**src/rtl/wb_arbiter_pkg.sv**
```systemverilog
// Shared register-file write types for the writeback path.
// The write entry is common to the register file and the writeback arbiter.
package wb_arbiter_pkg;

   localparam int REG_ADDR_W = 4;
   localparam int REG_DATA_W = 8;

   typedef logic [REG_ADDR_W-1:0] reg_addr_t;
   typedef logic [REG_DATA_W-1:0] reg_data_t;

   typedef struct packed {
      reg_addr_t wa;
      reg_data_t wd;
   } wr_entry_t;

   typedef enum logic [1:0] {
      SEL_NONE,
      SEL_ALU,
      SEL_MEM
   } wb_sel_t;

endpackage

```
**src/rtl/wb_arbiter_if.sv**
```systemverilog
// Writeback bundle: ALU and load-result channels, register-file write port,
// and the pending-write query used by decode.
interface wb_arbiter_if;
   import wb_arbiter_pkg::*;

   logic      alu_valid;
   logic      alu_ready;
   reg_addr_t alu_wa;
   reg_data_t alu_wd;

   logic      mem_valid;
   logic      mem_ready;
   reg_addr_t mem_wa;
   reg_data_t mem_wd;

   logic      we;
   reg_addr_t wa;
   reg_data_t wd;

   reg_addr_t chk_ra;
   reg_addr_t chk_rb;
   logic      hazard_a;
   logic      hazard_b;

   modport slave (
      input  alu_valid, alu_wa, alu_wd,
      input  mem_valid, mem_wa, mem_wd,
      input  chk_ra, chk_rb,
      output alu_ready, mem_ready,
      output we, wa, wd,
      output hazard_a, hazard_b
   );

   modport master (
      output alu_valid, alu_wa, alu_wd,
      output mem_valid, mem_wa, mem_wd,
      output chk_ra, chk_rb,
      input  alu_ready, mem_ready,
      input  we, wa, wd,
      input  hazard_a, hazard_b
   );

endinterface

```
**src/rtl/wb_fifo.sv**
```systemverilog
// In-order write-entry FIFO; exposes occupancy and every slot's address with
// a live mask so the owner can search pending writes.
module wb_fifo
   import wb_arbiter_pkg::*;
#(
   parameter int DEPTH = 2
) (
   input  logic                   clk,
   input  logic                   rst,
   input  logic                   push,
   input  wr_entry_t              push_data,
   input  logic                   pop,
   output wr_entry_t              head,
   output logic [$clog2(DEPTH):0] count,
   output reg_addr_t              entry_wa [DEPTH],
   output logic [DEPTH-1:0]       entry_vld
);

   localparam int AW = $clog2(DEPTH);

   wr_entry_t     slots [DEPTH];
   logic [AW-1:0] wr_ptr;
   logic [AW-1:0] rd_ptr;
   logic [AW-1:0] off;

   // NOTE: storage has no reset; count alone decides which slots are live.
   always_ff @(posedge clk) begin
      if (push) slots[wr_ptr] <= push_data;
   end

   always_ff @(posedge clk) begin
      if (rst) begin
         wr_ptr <= '0;
         rd_ptr <= '0;
         count  <= '0;
      end else begin
         if (push) wr_ptr <= wr_ptr + AW'(1);
         if (pop)  rd_ptr <= rd_ptr + AW'(1);
         case ({push, pop})
            2'b10:   count <= count + (AW+1)'(1);
            2'b01:   count <= count - (AW+1)'(1);
            default: count <= count;
         endcase
      end
   end

   assign head = slots[rd_ptr];

   // A slot is live when its distance from the read pointer is below count.
   always_comb begin
      // NOTE: every always_comb output gets a default first so no latch is inferred.
      entry_vld = '0;
      off       = '0;
      for (int i = 0; i < DEPTH; i++) begin
         off          = AW'(i) - rd_ptr;
         entry_vld[i] = ({1'b0, off} < count);
         entry_wa[i]  = slots[i].wa;
      end
   end

endmodule

```
**src/rtl/wb_arbiter.sv**
```systemverilog
// Two-source register-file writeback arbiter: load results win over ALU
// results, with a starvation cap that forces a waiting ALU head through.
module wb_arbiter
   import wb_arbiter_pkg::*;
#(
   parameter int DEPTH        = 2,
   parameter int STARVE_LIMIT = 3
) (
   input  logic        clk,
   input  logic        rst,
   wb_arbiter_if.slave bus
);

   localparam int CW = $clog2(DEPTH) + 1;
   localparam int SW = (STARVE_LIMIT < 1) ? 1 : $clog2(STARVE_LIMIT + 1);

   logic [CW-1:0]    alu_count, mem_count;
   wr_entry_t        alu_head, mem_head;
   reg_addr_t        alu_ewa [DEPTH];
   reg_addr_t        mem_ewa [DEPTH];
   logic [DEPTH-1:0] alu_evld, mem_evld;
   logic             alu_push, mem_push, alu_pop, mem_pop;
   logic             alu_has, mem_has;
   logic [SW-1:0]    starve_cnt, starve_nxt;
   wb_sel_t          sel;
   logic             we_q;
   wr_entry_t        out_q;
   logic             haz_a, haz_b;

   // Ready depends only on occupancy, never on valid or on this cycle's pop.
   assign bus.alu_ready = (alu_count < CW'(DEPTH));
   assign bus.mem_ready = (mem_count < CW'(DEPTH));

   // Writes to r0 complete the handshake but are never stored.
   assign alu_push = bus.alu_valid && bus.alu_ready && (bus.alu_wa != '0);
   assign mem_push = bus.mem_valid && bus.mem_ready && (bus.mem_wa != '0);

   assign alu_has = (alu_count != '0);
   assign mem_has = (mem_count != '0);
   assign alu_pop = (sel == SEL_ALU);
   assign mem_pop = (sel == SEL_MEM);

   wb_fifo #(.DEPTH(DEPTH)) u_alu_q (
      .clk       (clk),
      .rst       (rst),
      .push      (alu_push),
      .push_data ('{wa: bus.alu_wa, wd: bus.alu_wd}),
      .pop       (alu_pop),
      .head      (alu_head),
      .count     (alu_count),
      .entry_wa  (alu_ewa),
      .entry_vld (alu_evld)
   );

   wb_fifo #(.DEPTH(DEPTH)) u_mem_q (
      .clk       (clk),
      .rst       (rst),
      .push      (mem_push),
      .push_data ('{wa: bus.mem_wa, wd: bus.mem_wd}),
      .pop       (mem_pop),
      .head      (mem_head),
      .count     (mem_count),
      .entry_wa  (mem_ewa),
      .entry_vld (mem_evld)
   );

   always_comb begin
      // NOTE: combinational logic uses blocking '='; clocked state uses '<='.
      sel        = SEL_NONE;
      starve_nxt = starve_cnt;
      if (mem_has && !(alu_has && starve_cnt == SW'(STARVE_LIMIT))) sel = SEL_MEM;
      else if (alu_has)                                              sel = SEL_ALU;

      if (!alu_has || sel == SEL_ALU)            starve_nxt = '0;
      else if (starve_cnt != SW'(STARVE_LIMIT))  starve_nxt = starve_cnt + SW'(1);
   end

   always_ff @(posedge clk) begin
      if (rst) begin
         starve_cnt <= '0;
         we_q       <= 1'b0;
         out_q      <= '0;
      end else begin
         starve_cnt <= starve_nxt;
         we_q       <= (sel != SEL_NONE);
         if (sel == SEL_ALU)      out_q <= alu_head;
         else if (sel == SEL_MEM) out_q <= mem_head;
      end
   end

   assign bus.we = we_q;
   assign bus.wa = out_q.wa;
   assign bus.wd = out_q.wd;

   // Pending-write search over both queues and the write port; r0 never hazards.
   always_comb begin
      haz_a = 1'b0;
      haz_b = 1'b0;
      for (int i = 0; i < DEPTH; i++) begin
         if (alu_evld[i] && alu_ewa[i] == bus.chk_ra) haz_a = 1'b1;
         if (mem_evld[i] && mem_ewa[i] == bus.chk_ra) haz_a = 1'b1;
         if (alu_evld[i] && alu_ewa[i] == bus.chk_rb) haz_b = 1'b1;
         if (mem_evld[i] && mem_ewa[i] == bus.chk_rb) haz_b = 1'b1;
      end
      if (we_q && out_q.wa == bus.chk_ra) haz_a = 1'b1;
      if (we_q && out_q.wa == bus.chk_rb) haz_b = 1'b1;
      if (bus.chk_ra == '0) haz_a = 1'b0;
      if (bus.chk_rb == '0) haz_b = 1'b0;
   end

   assign bus.hazard_a = haz_a;
   assign bus.hazard_b = haz_b;

endmodule

```
**src/flat_wrapper.sv**
```systemverilog
// flat-port wrapper written by rule: the top's interface ports become plain ports
module wb_arbiter_flat import wb_arbiter_pkg::*;
#(
   parameter int DEPTH        = 2,
   parameter int STARVE_LIMIT = 3
)
  (clk, rst, bus_alu_valid, bus_alu_wa, bus_alu_wd, bus_mem_valid, bus_mem_wa, bus_mem_wd, bus_chk_ra, bus_chk_rb, bus_alu_ready, bus_mem_ready, bus_we, bus_wa, bus_wd, bus_hazard_a, bus_hazard_b);
  wb_arbiter_if bus_i ();
  input  logic clk;
  input  logic rst;
  input wire logic [$bits(bus_i.alu_valid)-1:0] bus_alu_valid;
  input wire logic [$bits(bus_i.alu_wa)-1:0] bus_alu_wa;
  input wire logic [$bits(bus_i.alu_wd)-1:0] bus_alu_wd;
  input wire logic [$bits(bus_i.mem_valid)-1:0] bus_mem_valid;
  input wire logic [$bits(bus_i.mem_wa)-1:0] bus_mem_wa;
  input wire logic [$bits(bus_i.mem_wd)-1:0] bus_mem_wd;
  input wire logic [$bits(bus_i.chk_ra)-1:0] bus_chk_ra;
  input wire logic [$bits(bus_i.chk_rb)-1:0] bus_chk_rb;
  output wire logic [$bits(bus_i.alu_ready)-1:0] bus_alu_ready;
  output wire logic [$bits(bus_i.mem_ready)-1:0] bus_mem_ready;
  output wire logic [$bits(bus_i.we)-1:0] bus_we;
  output wire logic [$bits(bus_i.wa)-1:0] bus_wa;
  output wire logic [$bits(bus_i.wd)-1:0] bus_wd;
  output wire logic [$bits(bus_i.hazard_a)-1:0] bus_hazard_a;
  output wire logic [$bits(bus_i.hazard_b)-1:0] bus_hazard_b;
  assign bus_i.alu_valid = bus_alu_valid;
  assign bus_i.alu_wa = bus_alu_wa;
  assign bus_i.alu_wd = bus_alu_wd;
  assign bus_i.mem_valid = bus_mem_valid;
  assign bus_i.mem_wa = bus_mem_wa;
  assign bus_i.mem_wd = bus_mem_wd;
  assign bus_i.chk_ra = bus_chk_ra;
  assign bus_i.chk_rb = bus_chk_rb;
  assign bus_alu_ready = bus_i.alu_ready;
  assign bus_mem_ready = bus_i.mem_ready;
  assign bus_we = bus_i.we;
  assign bus_wa = bus_i.wa;
  assign bus_wd = bus_i.wd;
  assign bus_hazard_a = bus_i.hazard_a;
  assign bus_hazard_b = bus_i.hazard_b;
  wb_arbiter #(.DEPTH(DEPTH), .STARVE_LIMIT(STARVE_LIMIT)) u_core (.clk(clk), .rst(rst), .bus(bus_i));
endmodule
```
**config.mk**
```make
export PLATFORM = sky130hd
export DESIGN_NAME = wb_arbiter_flat
export DESIGN_NICKNAME = d
export VERILOG_FILES = /design/src/rtl/wb_arbiter_pkg.sv /design/src/rtl/wb_arbiter_if.sv /design/src/rtl/wb_fifo.sv /design/src/rtl/wb_arbiter.sv /design/src/flat_wrapper.sv
export SDC_FILE = /design/constraint.sdc
export NUM_CORES = 1
export LEC_CHECK = 0
export BUFFER_PORTS_ARGS = -buffer_cell sky130_fd_sc_hd__buf_2
export CAP_MARGIN = 20
export CORE_UTILIZATION = 45
export CTS_CLUSTER_SIZE = 12
export DETAILED_ROUTE_END_ITERATION = 6
export GPL_TIMING_DRIVEN = 0
export PLACE_DENSITY = 0.77
export SKIP_CTS_REPAIR_TIMING = 1
export SLEW_MARGIN = 20
export SYNTH_ARGS = -nofsm -noshare
export SYNTH_HDL_FRONTEND = slang
export SYNTH_HIERARCHICAL = 1
export SYNTH_SLANG_ARGS = --single-unit
```
**constraint.sdc**
```tcl
create_clock -name clk -period 6 [get_ports clk]
set_clock_uncertainty 0.1 [all_clocks]
set_input_delay 0.3 -clock clk [delete_from_list [all_inputs] [get_ports clk]]
set_output_delay 0.3 -clock clk [all_outputs]
set_load 0.05 [all_outputs]
```
# ---- Word level (Yosys, flattened, before mapping)
# Memory sizes are Yosys's and may differ from the RTL's. A register that Yosys moved wholly into a read port is not among the register bits.
# Index checks and enable logic that the tools add are counted.
dict set report word_totals {
  register_bits 23
  ramBits 48
  inputBits 36
  output_inout_bits 17
  elab_cells 105
  memories 2
}
dict set report op_classes {
  add_sub_neg 13
  n_lt_le_gt_ge 6
  n_eq_ne 18
  muxes 26
  n_reduce_logical 30
}
# memory depth width rd rd_ports_with_merged_regs write_ports line
set memory_table {}
lappend memory_table {u_core.u_alu_q.slots 2 12 3 1 1 wb_fifo.sv:21} ;# wr_entry_t slots [DEPTH];
lappend memory_table {u_core.u_mem_q.slots 2 12 3 1 1 wb_fifo.sv:21}
# operator count
set op_table {}
lappend op_table {{equality test 4 bit} 10}
lappend op_table {{two-way mux 12 bit} 2}
lappend op_table {{two-way mux 1 bit} 21}
lappend op_table {{logical AND 1 bit} 16}
lappend op_table {{nonzero test 2 bit} 6}
lappend op_table {{equality test 2 bit, second input constant} 4}
lappend op_table {{zero test 4 bit} 2}
lappend op_table {{< comparator 1 x 2 -> 1 bit} 4}
lappend op_table {{one-hot mux 2 bit (2 select lines)} 2}
lappend op_table {{nonzero test 4 bit} 2}
lappend op_table {{adder 2 x 1 -> 2 bit, second input constant} 3}
lappend op_table {{equality test 2 x 1 -> 1 bit, second input constant} 3}
lappend op_table {{adder 1 bit, second input constant} 4}
lappend op_table {{< comparator 2 bit, second input constant} 2}
lappend op_table {{subtractor 1 bit, first input constant} 4}
lappend op_table {{subtractor 2 x 1 -> 2 bit, second input constant} 2}
lappend op_table {{zero test 1 bit} 2}
lappend op_table {{two-way mux 2 bit} 1}
lappend op_table {{!= test 2 bit, second input constant} 1}
lappend op_table {{OR reduction 2 bit} 1}
lappend op_table {{logical OR 1 bit} 1}

# ---- Logic depth before layout (Yosys ltp)
# Gate-level depths: netlist (run 1).
dict set report logic_depth {
  depth_word 9
  ltp_mapped 9
  depth_no_buf 8
}

# ---- Cells and area by module
# Netlist (run 1), hierarchy kept.
# mod instances cells_each area_per_inst_um2 seq_area_each_um2
set by_module_without_submodules {}
lappend by_module_without_submodules {wb_fifo 2 68 1134.8 820.8}
lappend by_module_without_submodules {wb_arbiter 1 146 1226.2 300.3}

# ---- Worst setup path before layout (run 1)
# OpenSTA, ideal clock, no wires.
dict set report synth_timing {
  kind {register to output}
  start {register u_core.out_q, in the netlist u_core/bus.wa[3]}
  end {output bus_hazard_a}
  arrival_ps 1892
  required_ps 5600
  slack_ps 3708
  path_stages_with_launch 5
  path_buffers 0
  cell_sequence {dfxtp_1 xor2_1 nor3_1 nand3_1 a31oi_1}
}
dict set report synth_between {
  elab_chain_cells 4
}
# element line
set synth_lines {}
lappend synth_lines {{from (decl)} wb_arbiter.sv:27} ;# wr_entry_t out_q;
lappend synth_lines {{from (signal assigned)} wb_arbiter.sv:86} ;# if (sel == SEL_ALU) out_q <= alu_head;
lappend synth_lines {{from (signal assigned)} wb_arbiter.sv:87} ;# else if (sel == SEL_MEM) out_q <= mem_head;
lappend synth_lines {{equality test 4 bit} wb_arbiter.sv:105} ;# if (we_q && out_q.wa == bus.chk_ra) haz_a = 1'b1;
lappend synth_lines {{logical AND 1 bit} wb_arbiter.sv:105}
lappend synth_lines {{two-way mux 1 bit} wb_arbiter.sv:105}
lappend synth_lines {{two-way mux 1 bit} wb_arbiter.sv:107} ;# if (bus.chk_ra == '0) haz_a = 1'b0;
lappend synth_lines {{to (decl)} flat_wrapper.sv:24} ;# output wire logic [$bits(bus_i.hazard_a)-1:0] bus_hazard_a;
# Every way passes these cells.

==> impl_metrics.env, run 1 <==
export IMPL_hold_path_cell_count=1
export IMPL_route_vias_total=2240
export IMPL_die_width_um=90.1
export IMPL_drive_gt1_share_pct=34.2
export IMPL_layout_min_cycle_time_ns=2.34
export IMPL_num_nets_final=376
export IMPL_maxCapViolations=0
export IMPL_synth_sequential_area_ratio_pct=55.5
export IMPL_grt_max_degree=16
export IMPL_ys_async_sr_fraction_pct=0
export IMPL_floorplan_core_area_mm2=0.00737
export IMPL_holdCritStartpoint="bus_mem_wd[2]"
export IMPL_final_hold_viol_count=0
export IMPL_worstReg2RegStart="u_core/u_alu_q/count[0]"
export IMPL_timing_worst_slew_pin_value_ns=0.991
export IMPL_rr_endpoint="u_core/u_alu_q/count[1]"
export IMPL_timing_setup_tns_ns=0
export IMPL_post_synth_instance_area_mm2=0.00350
export IMPL_synth_fp_nets=321
export IMPL_routed_wl_mm=6.81
export IMPL_grt_overflow_total=0
export IMPL_hold_class="in -> reg"
export IMPL_synth_cells=282
export IMPL_number_of_clock_buffers_inserted_by_tritoncts=9
export IMPL_worst_setup_path_start_kind="flip-flop"
export IMPL_fp_dieArea_mm2=0.00813
export IMPL_timing_critical_path_to_type="output pin"
export IMPL_ys_types=28
export IMPL_max_slew_margin_pct=33.7
export IMPL_routedWlPerCell_um=15.4
export IMPL_hold_path_end="u_core/u_mem_q/slots[1][2]"
export IMPL_pwr_density_cell_mw_per_mm2=445
export IMPL_worst_r2r_path_depth=8
export IMPL_layout_area_overhead_vs_synth_pct=14.3
export IMPL_yosysWarningCount=6
export IMPL_antenna_violations_before_repair=0
export IMPL_clock_transition_time_at_the_flip_flop_clock_pins_of_the_worst_setup_and_hold_paths_ns=0.07
export IMPL_cts_tree="built"
export IMPL_grt_pass1_wl_mm=11.0
export IMPL_drtAntennaViolNets=0
export IMPL_cts_path_max_buffers=2
export IMPL_setup_worst_path_class="reg -> out"
export IMPL_ys_ff_latch=73
export IMPL_count_of_flip_flops_with_a_built_in_enable_after_synthesis=48
export IMPL_clk_sink_count=73
export IMPL_dpl_hpwl_mm=5.03
export IMPL_grt_total_usage_pct=17.3
export IMPL_status="finished, final reports clean"
export IMPL_grt_setup_unrepaired="false"
export IMPL_utilization_pct=54.2
export IMPL_floorplan_rows=31
export IMPL_whs_ns=0.0578
export IMPL_synthesis_area_per_instance_um2=12.4
export IMPL_regToRegSetupSlack_ns=3.90
export IMPL_avgViaCountPerCell=5.08
export IMPL_layout_cells_most_common="sky130_fd_sc_hd__buf_2"
export IMPL_ctsRootBufferMaster="sky130_fd_sc_hd__clkbuf_8"
export IMPL_drv_slew=0
export IMPL_ios=53
export IMPL_port_buffers=44
export IMPL_start_util_pct=47.4
export IMPL_vdd_ir_drop_worst_v=0.000259
export IMPL_worstSkewPairLatency_ns=0.33
export IMPL_drt_initial_drc_count=118
export IMPL_drcViolationCount=0
export IMPL_diodes=0
export IMPL_most_frequent_cells_in_the_layout="56 x sky130_fd_sc_hd__buf_2, 48 x sky130_fd_sc_hd__edfxtp_1, 32 x sky130_fd_sc_hd__xor2_1"
export IMPL_clock_tree_htree_level_count=3
export IMPL_place_congestion=0.834
export IMPL_fmax_mhz=427
export IMPL_synth_flop_cell="sky130_fd_sc_hd__edfxtp_1"
export IMPL_drtPass1Iterations=5
export IMPL_nFillCells=653
export IMPL_worst_ep_arrival_time_ns=1.94
export IMPL_leakagePower_uw=0.00163
export IMPL_worst_endpoint_required_ns=5.60
export IMPL_final_period_utilization_pct=39.1
export IMPL_grt_pass1_vias=2338
export IMPL_die_h_um=90.1
export IMPL_finalSetupViolations=0
export IMPL_critical_path_peak_fanout=2
logic make-up (layout without fill, tap and decap cells):
| group | Yosys count | in the layout | share of synthesized area (%) |
|---|---|---|---|
| flops | 73 | 73 | 55.5 |
| compound gates | 29 | 29 | 5.98 |
| buf+inv | 39 | 99 | 6.80 |
| simple gates | 54 | 54 | 7.41 |
| xor+xnor | 48 | 48 | 12.0 |
| mux | 36 | 36 | 11.2 |
| fa+ha+maj | 3 | 3 | 1.07 |
registers in the layout, indices dropped and copies added (netlist names), named ones only:
register / cells
u_core/u_alu_q/wr_ptr: 1
u_core/starve_cnt: 2
u_core/bus.wa: 4
u_core/u_alu_q/slots: 24
u_core/u_alu_q/rd_ptr: 1
u_core/bus.wd: 8
u_core/u_mem_q/rd_ptr: 1
u_core/u_mem_q/wr_ptr: 1
u_core/u_alu_q/count: 2
u_core/u_mem_q/count: 2
u_core/u_mem_q/slots: 24
u_core/bus.we: 1
cells in the mapped netlist (4+ instances only):
cell type                   n  area share [%]
sky130_fd_sc_hd__a21o_2     4             1.0
sky130_fd_sc_hd__xnor2_1   16             4.0
sky130_fd_sc_hd__a211oi_1  12             2.6
sky130_fd_sc_hd__buf_2     12             1.7
sky130_fd_sc_hd__a31oi_1    6             1.1
sky130_fd_sc_hd__edfxtp_1  48              41
sky130_fd_sc_hd__buf_4     16             3.4
sky130_fd_sc_hd__a21oi_1    4            0.57
sky130_fd_sc_hd__mux2_2    24             7.7
sky130_fd_sc_hd__nor2_1    24             2.6
sky130_fd_sc_hd__nand2_1    5            0.54
sky130_fd_sc_hd__nor3_1     6            0.86
sky130_fd_sc_hd__dfxtp_1   25              14
sky130_fd_sc_hd__mux2i_1   12             3.4
sky130_fd_sc_hd__nor4_1     6             1.1
sky130_fd_sc_hd__inv_1      9            0.97
sky130_fd_sc_hd__xor2_1    32             8.0
per-stage QoR:
| stage | area [um^2] | cells | setup WS, ns | total power, uW |
|---|---|---|---|---|
| after global placement | 3840 | 425 | 3.88 | 1450 |
| after CTS | 3990 | 441 | 3.66 | 1780 |
| final | 4000 | 441 | 3.66 | 1780 |
| after detailed placement | 3840 | 425 | 3.82 | 1480 |
| after global routing | 4000 | 441 | 3.53 | 1880 |
| after floorplan | 3500 | 282 | 3.71 | 1310 |
layer usage:
metal / global-route usage [%] / vias up / share of wire, %
met4: 6.85 / 0 / 1.8
li1: - / 1099 / -
met2: 30.5 / 70 / 50
met1: 20.9 / 1059 / 43
met5: 0 / - / 0
met3: 2.96 / 12 / 4.6
power by group:
part	internal, uW	switching [uW]	total, uW
Clock	145	159	304
Combinational	290	448	738
Sequential	659	76.2	735
worst max-delay path, cell delays in order (launching register included):
cell,delay [ns]
sky130_fd_sc_hd__edfxtp_1,0.38
sky130_fd_sc_hd__buf_4,0.15
sky130_fd_sc_hd__xor2_1,0.15
sky130_fd_sc_hd__nor4_1,0.37
sky130_fd_sc_hd__a31oi_1,0.11
sky130_fd_sc_hd__a31oi_1,0.18
sky130_fd_sc_hd__buf_2,0.28
final cells by class:
cell class / count / area [um^2] / area share, %
sequential: 73 / 1940 / 48.6
multi-input combinational: 170 / 1320 / 33.0
timing repair buffer: 44 / 220 / 5.51
buffer: 30 / 204 / 5.10
clock buffer: 11 / 131 / 3.29
tap: 99 / 124 / 3.10
inverter: 9 / 33.8 / 0.845
clock inverter: 5 / 22.5 / 0.564
worst max-delay path by stage:
stage	start	to	slack, ns	cells after the start
after floorplan	u_core/bus.wa[3]	bus_hazard_a	3.71	4
after global placement	bus_mem_wa[1]	u_core/u_mem_q/count[1]	3.88	7
after detailed placement	bus_mem_wa[1]	u_core/u_mem_q/slots[0][2]	3.82	5
after CTS	u_core/u_alu_q/slots[1][9]	bus_hazard_b	3.66	6
after global routing	u_core/u_mem_q/slots[1][10]	bus_hazard_b	3.53	7
final	u_core/u_mem_q/slots[1][9]	bus_hazard_a	3.66	6
Power figures use the tool's default switching activity.
==> run 2: changes to the inputs <==
--- a/config.mk
+++ b/config.mk
@@ -5,13 +5,14 @@
 export SDC_FILE = /design/constraint.sdc
 export NUM_CORES = 1
 export LEC_CHECK = 0
+export ABC_AREA = 1
 export BUFFER_PORTS_ARGS = -buffer_cell sky130_fd_sc_hd__buf_2
 export CAP_MARGIN = 20
 export CORE_UTILIZATION = 45
 export CTS_CLUSTER_SIZE = 12
 export DETAILED_ROUTE_END_ITERATION = 6
 export GPL_TIMING_DRIVEN = 0
-export PLACE_DENSITY = 0.77
+export PLACE_DENSITY = 0.79
 export SKIP_CTS_REPAIR_TIMING = 1
 export SLEW_MARGIN = 20
 export SYNTH_ARGS = -nofsm -noshare
==> constraint.sdc (replaced) <==
create_clock -name clk -period 1.9 [get_ports clk]
set_clock_uncertainty 0.1 [all_clocks]
set_input_delay 0.095 -clock clk [delete_from_list [all_inputs] [get_ports clk]]
set_output_delay 0.095 -clock clk [all_outputs]
set_load 0.05 [all_outputs]
==> run 2 against run 1 <==
Effect of this change:
- flip-flop and latch count unchanged
- worst hold slack got worse by 0.0097 ns
- sequential share of layout area decreased by 7.9 points
- synthesized cell count increased by 46%
- via count increased by 35%
- cell area increased by 20%
- largest cell class unchanged
- critical path depth increased by 3
- cell count increased by 39%
- global-route usage increased by 1.6 points
- combinational power increased to 4.0 times the previous value
- non-clock buffer count increased by 27
==> impl_metrics.env, run 2 <==
export IMPL_status="finished, final reports clean"
export IMPL_clk_sink_count=73
export IMPL_ctsRootBufferMaster="sky130_fd_sc_hd__clkbuf_8"
export IMPL_route_vias_total=3021
export IMPL_synthDominantCellAreaShare_pct=37.3
export IMPL_die_h_um=94.7
export IMPL_ios=53
export IMPL_holdCritStartpoint="bus_mem_valid"
export IMPL_drcViolationCount=0
export IMPL_maxCapViolations=0
export IMPL_whs_ns=0.0481
export IMPL_count_of_flip_flops_with_a_built_in_enable_after_synthesis=48
export IMPL_finalSetupViolations=0
export IMPL_post_synth_top_area_cell="sky130_fd_sc_hd__edfxtp_1"
export IMPL_floorplan_rows=33
export IMPL_leakagePower_uw=0.00215
export IMPL_ys_ff_latch=73
export IMPL_layout_cells_most_common="sky130_fd_sc_hd__nand2_1"
export IMPL_worst_setup_path_start_kind="flip-flop"
export IMPL_antenna_violations_before_repair=0
export IMPL_worstSkewPairLatency_ns=0.35
export IMPL_post_route_cell_area_mm2=0.00480
export IMPL_setup_worst_path_class="reg -> out"
export IMPL_area_sequential_mm2=0.00195
export IMPL_most_frequent_cells_in_the_layout="102 x sky130_fd_sc_hd__nand2_1, 50 x sky130_fd_sc_hd__buf_2, 48 x sky130_fd_sc_hd__edfxtp_1"
export IMPL_timing_critical_path_to_type="output pin"
export IMPL_routed_wl_mm=8.77
export IMPL_ys_types=28
export IMPL_post_synth_instance_area_mm2=0.00387
export IMPL_timing_worst_slew_pin_value_ns=0.671
export IMPL_final_hold_viol_count=0
export IMPL_timing_critical_path_from="u_core/u_mem_q/slots[1][8]"
export IMPL_clock_transition_time_at_the_flip_flop_clock_pins_of_the_worst_setup_and_hold_paths_ns=0.07
export IMPL_synth_sequential_area_ratio_pct=50.2
export IMPL_synth_top_cells_by_area="sky130_fd_sc_hd__edfxtp_1 37%, sky130_fd_sc_hd__dfxtp_1 13%, sky130_fd_sc_hd__nand2_1 9.9%"
export IMPL_worst_ep_arrival_time_ns=1.65
export IMPL_total_power_uw=6460
export IMPL_critical_path_peak_fanout=3
export IMPL_grt_pass1_wl_mm=12.6
export IMPL_final_period_utilization_pct=97.2
export IMPL_routedWlPerCell_um=14.4
export IMPL_yosysWarningCount=6
export IMPL_avgViaCountPerCell=4.94
export IMPL_pwr_density_cell_mw_per_mm2=1350
export IMPL_synth_top_cells_by_count="102 x sky130_fd_sc_hd__nand2_1, 48 x sky130_fd_sc_hd__edfxtp_1, 48 x sky130_fd_sc_hd__nor2_1"
export IMPL_start_util_pct=46.8
export IMPL_grt_overflow_total=0
export IMPL_synthesis_area_per_instance_um2=9.37
export IMPL_grt_max_degree=14
export IMPL_synth_flop_cell="sky130_fd_sc_hd__edfxtp_1"
export IMPL_port_buffers=49
export IMPL_nFillCells=706
export IMPL_placed_cells_incl_taps=567
export IMPL_grt_setup_unrepaired="true"
export IMPL_die_width_um=94.7
export IMPL_grt_pass1_vias=2858
export IMPL_grt_total_usage_pct=18.9
export IMPL_drv_slew=0
export IMPL_diodes=0
export IMPL_fmax_mhz=541
export IMPL_multi_input_area_mm2=0.00161
export IMPL_number_of_clock_buffers_inserted_by_tritoncts=9
export IMPL_floorplan_core_area_mm2=0.00826
export IMPL_drtAntennaViolNets=0
export IMPL_synth_fp_nets=452
export IMPL_layout_area_overhead_vs_synth_pct=24.0
export IMPL_vdd_ir_drop_worst_v=0.00101
export IMPL_place_congestion=0.885
export IMPL_fp_dieArea_mm2=0.00897
export IMPL_synth_cells=413
export IMPL_dpl_hpwl_mm=5.91
export IMPL_drive_gt1_share_pct=31.8
export IMPL_synth_most_common_cell="sky130_fd_sc_hd__nand2_1"
export IMPL_clock_tree_htree_level_count=3
export IMPL_ys_async_sr_fraction_pct=0
export IMPL_cts_path_max_buffers=2
export IMPL_worstReg2RegStart="u_core/u_alu_q/count[0]"
export IMPL_post_layout_nonfiller_instances=611
export IMPL_worst_endpoint_required_ns=1.70
export IMPL_drtPass1Iterations=4
export IMPL_num_nets_final=540
export IMPL_cts_tree="built"
export IMPL_hold_class="in -> reg"
export IMPL_postPlaceCellArea_mm2=0.00425
export IMPL_layout_min_cycle_time_ns=1.85
export IMPL_drt_initial_drc_count=127
export IMPL_max_slew_margin_pct=55.2
run 2: cell types whose count changed in the layout (fill, tap and decap cells not counted), moves of 25 or more:
cell,delta
sky130_fd_sc_hd__nand2_1,+97
sky130_fd_sc_hd__inv_1,+33
sky130_fd_sc_hd__xor2_1,-31
sky130_fd_sc_hd__dlygate4sd3_1,+25
run 2: final cells by class:
class,count,share of cell area [%]
Tap cell,105,2.74
Sequential cell,73,40.7
Clock inverter,4,0.887
Clock buffer,12,3.02
Timing Repair Buffer,78,11.2
Buffer,23,4.07
Inverter,49,3.83
Multi-Input combinational cell,267,33.6
run 2: power breakdown:
group	internal [uW]	total, uW	switching [uW]
Combinational	1160	2980	1820
Sequential	2070	2300	237
Clock	633	1170	540
run 2: layer usage:
metal  up-vias  GRT usage (%)  wire length, um  share of wire [%]
li1       1507              -                -                  -
met1      1424           20.0             3640                 41
met2        73           35.9             4650                 53
met3        17           4.03              319                3.6
met4         0           7.83              160                1.8
met5         -              0                0                  0
run 2: worst max-delay path, stage by stage (launching register included):
cell and delay [ns]:
sky130_fd_sc_hd__edfxtp_1 0.40, sky130_fd_sc_hd__buf_4 0.15, sky130_fd_sc_hd__inv_1 0.06, sky130_fd_sc_hd__o21ai_0 0.08, sky130_fd_sc_hd__nor2_1 0.11, sky130_fd_sc_hd__nand3_1 0.12
sky130_fd_sc_hd__nand3_1 0.09, sky130_fd_sc_hd__nor2_1 0.05, sky130_fd_sc_hd__nor2_2 0.08, sky130_fd_sc_hd__buf_6 0.16
run 2: final timing paths:
check	to	slack [ns]	cells past startpoint
setup reg to reg	u_core/u_mem_q/count[1]	0.09	11
hold reg to reg	u_core/bus.wd[3]	0.37	2
setup / recovery	bus_hazard_b	0.05	9
hold / removal	u_core/u_mem_q/wr_ptr	0.05	5
run 2: cell families (layout without fill, tap and decap cells):
group	Yosys count	count (layout)	synth area share, %
AOI/OAI and AO/OA	39	39	6.69
buffers and inverters	73	166	9.70
muxes	25	25	9.18
adders and majority gates	3	3	0.970
and+or+nand+nor	187	187	20.3
xor gates and xnor gates	13	13	2.94
DFF	73	73	50.2
run 2: stage by stage:
step | util, % | setup WS (ns) | setup TNS [ns]
2_1_floorplan | - | 0.0204 | 0
3_3_place_gp | 51.5 | -0.144 | -1.72
3_5_place_dp | 51.5 | -0.171 | -2.17
4_1_cts | 53.8 | -0.204 | -2.71
5_1_grt | 58.1 | -0.101 | -0.121
6_report | 58.1 | 0.0530 | 0
